`config.mk`:
```
export PLATFORM = sky130hd
export DESIGN_NAME = mem_access_sequencer
export DESIGN_NICKNAME = d
export VERILOG_FILES = /design/src/rtl/mem_seq_pkg.sv /design/src/rtl/mem_timeout_ctr.sv /design/src/rtl/mem_access_sequencer.sv
export SDC_FILE = /design/constraint.sdc
export NUM_CORES = 1
export LEC_CHECK = 0
export ABC_CLOCK_PERIOD_IN_PS = 2300
export BUFFER_PORTS_ARGS = -buffer_cell sky130_fd_sc_hd__buf_2
export CAP_MARGIN = 15
export CORE_MARGIN = 3
export CORE_UTILIZATION = 49
export CTS_BUF_LIST = sky130_fd_sc_hd__clkbuf_4
export DETAILED_ROUTE_END_ITERATION = 16
export GPL_ROUTABILITY_DRIVEN = 1
export PLACE_DENSITY = 0.91
export SKIP_CTS_REPAIR_TIMING = 1
export SLEW_MARGIN = 10
export SYNTH_ARGS = -nofsm -noshare
export SYNTH_HDL_FRONTEND = slang
export SYNTH_SLANG_ARGS = --single-unit
```
`constraint.sdc`:
```
create_clock -name clk -period 2.3 [get_ports clk]
set_input_delay 0.23 -clock clk [delete_from_list [all_inputs] [get_ports clk]]
set_output_delay 0.23 -clock clk [all_outputs]
set_load 0.01 [all_outputs]
```
`src/rtl/mem_seq_pkg.sv`:
```
// ============================================================================
// Module      : mem_seq_pkg
// Description : Shared state encoding, default widths and helpers for the
//               data-memory access sequencer.
// Revision    : 1.0 - initial release
// ============================================================================
`default_nettype none

package mem_seq_pkg;

    typedef enum logic [1:0] {
        IDLE   = 2'd0,
        ACCESS = 2'd1,
        DONE   = 2'd2
    } state_t;

    localparam int DEFAULT_ADDR_W         = 32;
    localparam int DEFAULT_DATA_W         = 32;
    localparam int DEFAULT_TIMEOUT_CYCLES = 255;
    localparam int DEFAULT_CNT_W          = 32;

    // Width needed to hold values 0..n
    function automatic int ctr_width(input int n);
        return (n < 2) ? 1 : $clog2(n + 1);
    endfunction

endpackage

`default_nettype wire

```
`src/rtl/mem_timeout_ctr.sv`:
```
// ============================================================================
// Module      : mem_timeout_ctr
// Description : ACCESS-cycle counter; tc_o flags the final permitted cycle.
// Revision    : 1.0 - initial release
// ============================================================================
`default_nettype none

module mem_timeout_ctr
    import mem_seq_pkg::*;
#(
    parameter int TIMEOUT_CYCLES = DEFAULT_TIMEOUT_CYCLES
) (
    input  logic clk,
    input  logic rst,
    input  logic clr_i,
    input  logic en_i,
    output logic tc_o
);

    localparam int            W    = ctr_width(TIMEOUT_CYCLES);
    localparam logic [W-1:0]  LAST = W'(TIMEOUT_CYCLES - 1);

    logic [W-1:0] cnt_q;
    logic [W-1:0] cnt_d;

    always_comb begin
        cnt_d = cnt_q;
        if (clr_i) begin
            cnt_d = '0;
        end else if (en_i && (cnt_q != LAST)) begin
            cnt_d = cnt_q + W'(1);
        end
    end

    always_ff @(posedge clk) begin
        if (rst) begin
            cnt_q <= '0;
        end else begin
            cnt_q <= cnt_d;
        end
    end

    // Asserted during the TIMEOUT_CYCLES-th ACCESS cycle
    assign tc_o = en_i & (cnt_q == LAST);

endmodule

`default_nettype wire

```
`src/rtl/mem_access_sequencer.sv`:
```
// ============================================================================
// Module      : mem_access_sequencer
// Description : Sequences the EX/MEM data-memory access over a req/ready
//               handshake and stalls the pipeline until it completes.
//               Optional access timeout enabled by macro MEM_TIMEOUT_EN.
// Revision    : 1.0 - initial release
// ============================================================================
`default_nettype none

module mem_access_sequencer
    import mem_seq_pkg::*;
#(
    parameter int ADDR_W         = DEFAULT_ADDR_W,
    parameter int DATA_W         = DEFAULT_DATA_W,
    parameter int TIMEOUT_CYCLES = DEFAULT_TIMEOUT_CYCLES,
    parameter int CNT_W          = DEFAULT_CNT_W
) (
    input  logic              clk,
    input  logic              rst,
    input  logic              MemRead,
    input  logic              MemWrite,
    input  logic [ADDR_W-1:0] ALUResult,
    input  logic [DATA_W-1:0] WriteData,
    input  logic              mem_ready,
    input  logic [DATA_W-1:0] mem_rdata,
    output logic              mem_req,
    output logic              mem_we,
    output logic [ADDR_W-1:0] mem_addr,
    output logic [DATA_W-1:0] mem_wdata,
    output logic              Stall,
    output logic [DATA_W-1:0] LoadData,
    output logic              LoadValid,
    output logic [CNT_W-1:0]  stall_count,
    output logic              bus_error
);

    state_t            state_q, state_d;
    logic              mem_req_q, mem_req_d;
    logic              mem_we_q, mem_we_d;
    logic [ADDR_W-1:0] addr_q, addr_d;
    logic [DATA_W-1:0] wdata_q, wdata_d;
    logic [DATA_W-1:0] load_data_q, load_data_d;
    logic              load_valid_q, load_valid_d;
    logic [CNT_W-1:0]  stall_cnt_q, stall_cnt_d;
    logic              acc;

    assign acc = MemRead | MemWrite;

`ifdef MEM_TIMEOUT_EN
    logic bus_error_q, bus_error_d;
    logic tmo_clr, tmo_en, tmo_tc;

    assign tmo_clr = (state_q == IDLE) & acc;
    assign tmo_en  = (state_q == ACCESS);

    mem_timeout_ctr #(
        .TIMEOUT_CYCLES (TIMEOUT_CYCLES)
    ) u_timeout_ctr (
        .clk   (clk),
        .rst   (rst),
        .clr_i (tmo_clr),
        .en_i  (tmo_en),
        .tc_o  (tmo_tc)
    );
`endif

    always_comb begin
        state_d      = state_q;
        mem_req_d    = mem_req_q;
        mem_we_d     = mem_we_q;
        addr_d       = addr_q;
        wdata_d      = wdata_q;
        load_data_d  = load_data_q;
        load_valid_d = 1'b0;
        Stall        = 1'b0;
`ifdef MEM_TIMEOUT_EN
        bus_error_d  = bus_error_q;
`endif
        case (state_q)
            IDLE: begin
                if (acc) begin
                    Stall     = 1'b1;
                    mem_req_d = 1'b1;
                    mem_we_d  = MemWrite;
                    addr_d    = ALUResult;
                    wdata_d   = WriteData;
                    state_d   = ACCESS;
                end
            end
            ACCESS: begin
                Stall = 1'b1;
                if (mem_ready) begin
                    mem_req_d    = 1'b0;
                    load_valid_d = ~mem_we_q;
                    if (!mem_we_q) begin
                        load_data_d = mem_rdata;
                    end
                    state_d = DONE;
                end
`ifdef MEM_TIMEOUT_EN
                else if (tmo_tc) begin
                    mem_req_d   = 1'b0;
                    load_data_d = '0;
                    bus_error_d = 1'b1;
                    state_d     = DONE;
                end
`endif
            end
            DONE: begin
                // EX/MEM advances on this edge; the instruction is not re-issued
                state_d = IDLE;
            end
            default: begin
                state_d = IDLE;
            end
        endcase

        stall_cnt_d = stall_cnt_q;
        if (Stall && (stall_cnt_q != '1)) begin
            stall_cnt_d = stall_cnt_q + CNT_W'(1);
        end
    end

    always_ff @(posedge clk) begin
        if (rst) begin
            state_q      <= IDLE;
            mem_req_q    <= 1'b0;
            mem_we_q     <= 1'b0;
            addr_q       <= '0;
            wdata_q      <= '0;
            load_data_q  <= '0;
            load_valid_q <= 1'b0;
            stall_cnt_q  <= '0;
        end else begin
            state_q      <= state_d;
            mem_req_q    <= mem_req_d;
            mem_we_q     <= mem_we_d;
            addr_q       <= addr_d;
            wdata_q      <= wdata_d;
            load_data_q  <= load_data_d;
            load_valid_q <= load_valid_d;
            stall_cnt_q  <= stall_cnt_d;
        end
    end

`ifdef MEM_TIMEOUT_EN
    always_ff @(posedge clk) begin
        if (rst) begin
            bus_error_q <= 1'b0;
        end else begin
            bus_error_q <= bus_error_d;
        end
    end

    assign bus_error = bus_error_q;
`else
    assign bus_error = 1'b0;
`endif

    assign mem_req     = mem_req_q;
    assign mem_we      = mem_we_q;
    assign mem_addr    = addr_q;
    assign mem_wdata   = wdata_q;
    assign LoadData    = load_data_q;
    assign LoadValid   = load_valid_q;
    assign stall_count = stall_cnt_q;

endmodule

`default_nettype wire

```
==> results.cfg, run 1 <==
[outcome]
outcome = completed

[yosys]
yosys_most_used_dff = dfxtp_1
yosys_warnings = 0
syn_avg_cell_area_sq_um = 8.116
yosys.area_share.simple_pct = 27.00
netlist_area_sq_mm = 0.005186
synth.top_cell.area_share_pct = 51.34
synth_xor_area_share_pct = 0.5066
synth_compound_area_share_pct = 16.12
synth_top_family_by_area = simple AND/OR/NAND/NOR gates
synth_adder_area_share_pct = 0.2413
async_flop_share_pct = 0
synth_area_leaders = dfxtp_1 51%, nand2_1 15%, a21oi_1 11%, clkbuf_1 1.9%, nand3_1 1.3%
synth_seq_cells = 133
yosysSeqAreaShare_pct = 51.34
synth_nets = 741
synth-edff-count = 0
ys_types = 58
synthesis.instances = 639
synth_top_area_cell = dfxtp_1
yosys-mux-area-fraction_pct = 1.062

[worst_setup_path]
max_stage_delay_ps = 550
crit_chain = and4_1, nand3_1, nor3b_2, or3_2, a21oi_1
path_buf_inv = 0
path_delay_family = simple AND/OR/NAND/NOR gates
critPathSlowestCell = nor3b_2
startpoint_type = flop
path_class = reg2reg
r2r-start = stall_count[24]
cp.required_ps = 2700
critPathLaunch = stall_count[24]
critPathMaxFanout = 10
endpoint_kind = flop
cp.arrival_ps = 2430

[routing]
wl_mm = 18.16
via_per_inst = 5.423
drt_iter0_drc = 607
route.vias.total = 5987
ant_nets = 0
drt-wirelength-per-cell_um = 16.45
drc = 0
dr.pass1.iters = 6

[cts]
clkLatencyLatePin_ps = 520
cts-htree-levels = 4
cts_root_buf = clkbuf_4
cts.sinks = 133
cts_buffer_depth = 2
cts_buffers = 17
cts_tree = done
path_clk_slew_ps = 110

[floorplanning]
die_w_um = 108.9
die_area_sq_mm = 0.01185
num_rows = 36
core_sq_mm = 0.01004
initial_core_util_pct = 51.63
pin_count = 234
die_h_um = 108.9

[sta]
worstMarginPinSlew_ps = 655.0
finalHoldViolCount = 0
rsz0062_at_grt = no
fin_crit_ps = 2028
holdWs_ps = 49.62
clock_skew_ps = 14.95
slew_headroom_pct = 56.34
timing.setup.tns_ps = 0
fmax_mhz = 493.0
maxSlewViolCount = 0
finalSetupViolCount = 0
post-route-period-util_pct = 88.18
worst_slack_ps = 271.8

[global_routing]
grt_pass1_vias = 4742
grt_pass1_wl_mm = 21.89
antenna_found_initial = 2
grt_usage_pct = 23.20
grt_max_degree = 66
grt_overflow = 0

[power]
p_per_area_mw_per_mm2 = 656.4
p_seq_share_pct = 49.1
pwr-share-comb_pct = 16.2
ir_drop_v = 0.0003953
p_total_uw = 5097
sw_frac_of_total_pct = 27.72
p_leak_uw = 0.003495
p_int_uw = 3684
p_switching_uw = 1413
clkPwrFrac_pct = 34.7

[finish]
fillers = 621
drive_above_1_share_pct = 30.58
seqCellArea_sq_mm = 0.002663
area_growth_pct = 49.72
multi_input_area_sq_mm = 0.002349
fin_nets = 1057
layout_commonest_cell = buf_2
final_cell_mix = 231 x buf_2, 206 x nand2_1, 133 x dfxtp_1

[job]
cap_violations = 0

[place]
dp_slack_ps = 310.2
numPortBuffers = 232
gp_congestion = 0.8394
dp_hpwl_mm = 10.23

[min_path]
hold_class = in2reg
holdCritStartpoint = MemWrite
==> path summary, 6_finish.rpt <==
path | to | cells past startpoint | slack [ps]
max | stall_count[2] | 5 | 270
min | mem_we | 3 | 50
max reg2reg | stall_count[2] | 5 | 270
min reg2reg | mem_addr[23] | 2 | 460
==> layout make-up <==
cell class              instances  area share, %
multi-input cells             462          30.24
well taps                     133          2.143
repair buffers                339          28.94
inverters                       2        0.09668
flip-flops and latches        133          34.29
clock inverters                13          2.353
diodes                          3        0.09668
clock buffers                  19          1.837
==> worst reg2reg max path, stage by stage (launching register included) <==
cell and delay (ps):
dfxtp_1 450, and4_1 330, nand3_1 320, nor3b_2 550, or3_2 210, a21oi_1 60
==> cells in the mapped netlist, types with 4 or more instances <==
cell and instances:
o31ai_1 7, or4_1 7, and3_1 4, or3_1 10, clkbuf_1 26, a21oi_1 116
nand2_1 206, o21ai_1 8, dfxtp_1 133, buf_1 11, and4_1 5, nor2b_1 4
o21ai_0 5, nor3_1 7, nor2_1 17, nand3_1 13, nand4_1 6
==> routing by layer <==
metal  vias to the layer above  track usage, %  wire length [um]
li1                       2810               -                 -
met1                      2739           26.49              6844
met2                       361           40.09              8928
met3                        77           6.454              1600
met4                         0           10.73               788
met5                         -               0                 0
==> state kept, by name (all words and copies together), names as in the netlist <==
register / count
state_q: 2
mem_we: 1
mem_wdata: 32
mem_addr: 32
mem_req: 1
LoadData: 32
LoadValid: 1
stall_count: 32
==> through the flow <==
| step | std cells | utilization [%] | instance area [sq um] |
|---|---|---|---|
| detailed placement | 972 | 64.32 | 6461 |
| finish | 1104 | 77.30 | 7765 |
| global route | 1103 | 77.28 | 7762 |
| global placement | 972 | 64.32 | 6461 |
| floorplan | 639 | - | 5186 |
| CTS | 1004 | 67.56 | 6787 |
==> power groups by stage <==
| stage | clock network, uW | registers, uW | logic [uW] |
|---|---|---|---|
| global placement | 0 | 2540 | 648 |
| CTS | 1780 | 2490 | 661 |
| global route | 1890 | 2520 | 891 |
| detailed placement | 0 | 2550 | 659 |
| finish | 1770 | 2510 | 824 |
| floorplan | 0 | 2600 | 299 |
==> cell families (layout without fill, tap and decap cells) <==
family	count (synthesis)	count (layout)
compound gates	151	151
buf+inv	44	373
flops	133	133
fa+ha+maj	1	1
xor+xnor	3	3
mux	5	5
simple gates	301	301
other cells	1	4
Note: power is estimated with default switching activity, not from simulation.
==> run 2, diff against run 1 <==
--- a/config.mk
+++ b/config.mk
@@ -9,11 +9,11 @@
 export BUFFER_PORTS_ARGS = -buffer_cell sky130_fd_sc_hd__buf_2
 export CAP_MARGIN = 15
 export CORE_MARGIN = 3
-export CORE_UTILIZATION = 49
-export CTS_BUF_LIST = sky130_fd_sc_hd__clkbuf_4
+export CORE_UTILIZATION = 47
+export CTS_BUF_LIST = sky130_fd_sc_hd__clkbuf_16
 export DETAILED_ROUTE_END_ITERATION = 16
 export GPL_ROUTABILITY_DRIVEN = 1
-export PLACE_DENSITY = 0.91
+export PLACE_DENSITY = 0.88
 export SKIP_CTS_REPAIR_TIMING = 1
 export SLEW_MARGIN = 10
 export SYNTH_ARGS = -nofsm -noshare
==> run 2 against run 1 <==
- critical path depth rose by 1
- critical path type unchanged
- clock power rose by 64%
- clock-buffer cell count fell by 2
- largest cell class unchanged
==> results.cfg, run 2 (synthesized netlist as in run 1, its figures left out) <==
[sta]
clock_skew_ps = 8.269
holdWs_ps = 46.09
finalSetupViolCount = 0
worst_slack_ps = 212.4
maxSlewViolCount = 0
slew_headroom_pct = 60.25
timing.setup.tns_ps = 0
finalHoldViolCount = 0
fmax_mhz = 479.0
fin_crit_ps = 2088
rsz0062_at_grt = no
worstMarginPinSlew_ps = 596.3
post-route-period-util_pct = 90.77

[worst_setup_path]
path_class = reg2reg
regToRegSetupSlack_ps = 210
cp.arrival_ps = 2390
critPathSlowestCell = dfxtp_1
critPathMaxFanout = 22
endpoint_kind = flop
max_stage_delay_ps = 420
cp.required_ps = 2600
startpoint_type = flop
crit_chain = and4_1, nand3_1, o31ai_4, buf_4, nor4_1, o21ba_2

[cts]
cts.sinks = 133
cts_tree = done
cts_buffers = 17
clkLatencyLatePin_ps = 400
cts-htree-levels = 4
path_clk_slew_ps = 60
cts_buffer_depth = 2
cts_root_buf = clkbuf_16

[routing]
drt-wirelength-per-cell_um = 14.40
highest_layer = met4
wl_met3_mm = 1.200
via_per_inst = 5.205
wl_met1_mm = 5.846
dr.pass1.iters = 5
ant_nets = 0
route.vias.total = 5236
wl_met2_mm = 7.010
drc = 0
drt_iter0_drc = 470
wl_mm = 14.48

[global_routing]
grt_max_degree = 66
grt_overflow = 0
grt_usage_pct = 23.15
grt_pass1_wl_mm = 23.68
antenna_found_initial = 0
grt_pass1_vias = 4954

[finish]
fillers = 854
diodes = 0
fin_nets = 959
seqCellArea_sq_mm = 0.002663
area_growth_pct = 36.57
multi_input_area_sq_mm = 0.002349
final_cell_mix = 231 x buf_2, 206 x nand2_1, 133 x dfxtp_1
layout_commonest_cell = buf_2
drive_above_1_share_pct = 33.91

[place]
dp_slack_ps = 231.3
gp_congestion = 0.8680
dp_hpwl_mm = 10.21
numPortBuffers = 232

[min_path]
hold_class = in2reg

[floorplanning]
die_area_sq_mm = 0.01233
pin_count = 234
die_w_um = 111.0
die_h_um = 111.0
core_sq_mm = 0.01051
initial_core_util_pct = 49.35
num_rows = 37

[power]
p_per_area_mw_per_mm2 = 854.5
ir_drop_v = 0.0005435
p_total_uw = 6052
p_leak_uw = 0.003221

[outcome]
outcome = completed

[job]
cap_violations = 0
-- run 2: cell count changes in the layout (fill, tap and decap cells not counted), sizes merged --
cell	previous run	this run
dlygate4sd3	97	0
diode	3	0
clkbuf	19	17
buf	242	241
bufinv	4	5
clkinv	7	6
clkinvlp	2	3
inv	2	3
-- run 2: where the power goes --
part	total (uW)	leakage, uW	switching (uW)	internal (uW)
clock network	2900	0.000307	986	1910
logic	655	0.00183	395	260
registers	2500	0.00109	68.7	2430
total	6050	0.00322	1450	4600
-- run 2: area by class of cell --
type                    count  share of cell area (%)
multi-input cells         462                   33.16
clock buffers              17                   6.006
clock inverters            15                   3.003
inverters                   2                  0.1060
repair buffers            241                   17.74
well taps                 136                   2.402
flip-flops and latches    133                   37.59
-- run 2: layer usage --
| layer | track usage, % | vias to the layer above |
|---|---|---|
| met5 | 0 | - |
| li1 | - | 2616 |
| met4 | 9.976 | 0 |
| met2 | 38.67 | 245 |
| met3 | 7.697 | 30 |
| met1 | 27.15 | 2345 |
-- run 2: worst paths after layout --
path                    from         endpoint  depth (start not counted)
max          stall_count[24]  stall_count[27]                          6
min                mem_ready       state_q[0]                          2
max reg2reg  stall_count[24]  stall_count[27]                          6
min reg2reg     LoadData[31]     LoadData[31]                          2
-- run 2: metrics by stage --
step           instance area, sq um  cells  util (%)
2_1_floorplan                  5186    639         -
3_3_place_gp                   6445    974     61.33
3_5_place_dp                   6445    974     61.33
4_1_cts                        7083   1006     67.40
6_report                       7083   1006     67.40
5_1_grt                        7083   1006     67.40
-- run 2: critical path, delay by kind of cell (launching register included) --
kind / cells / cell delay, ps
DFF: 1 / 420
buffers and inverters: 1 / 280
and+or+nand+nor: 3 / 780
AOI/OAI and AO/OA: 2 / 500
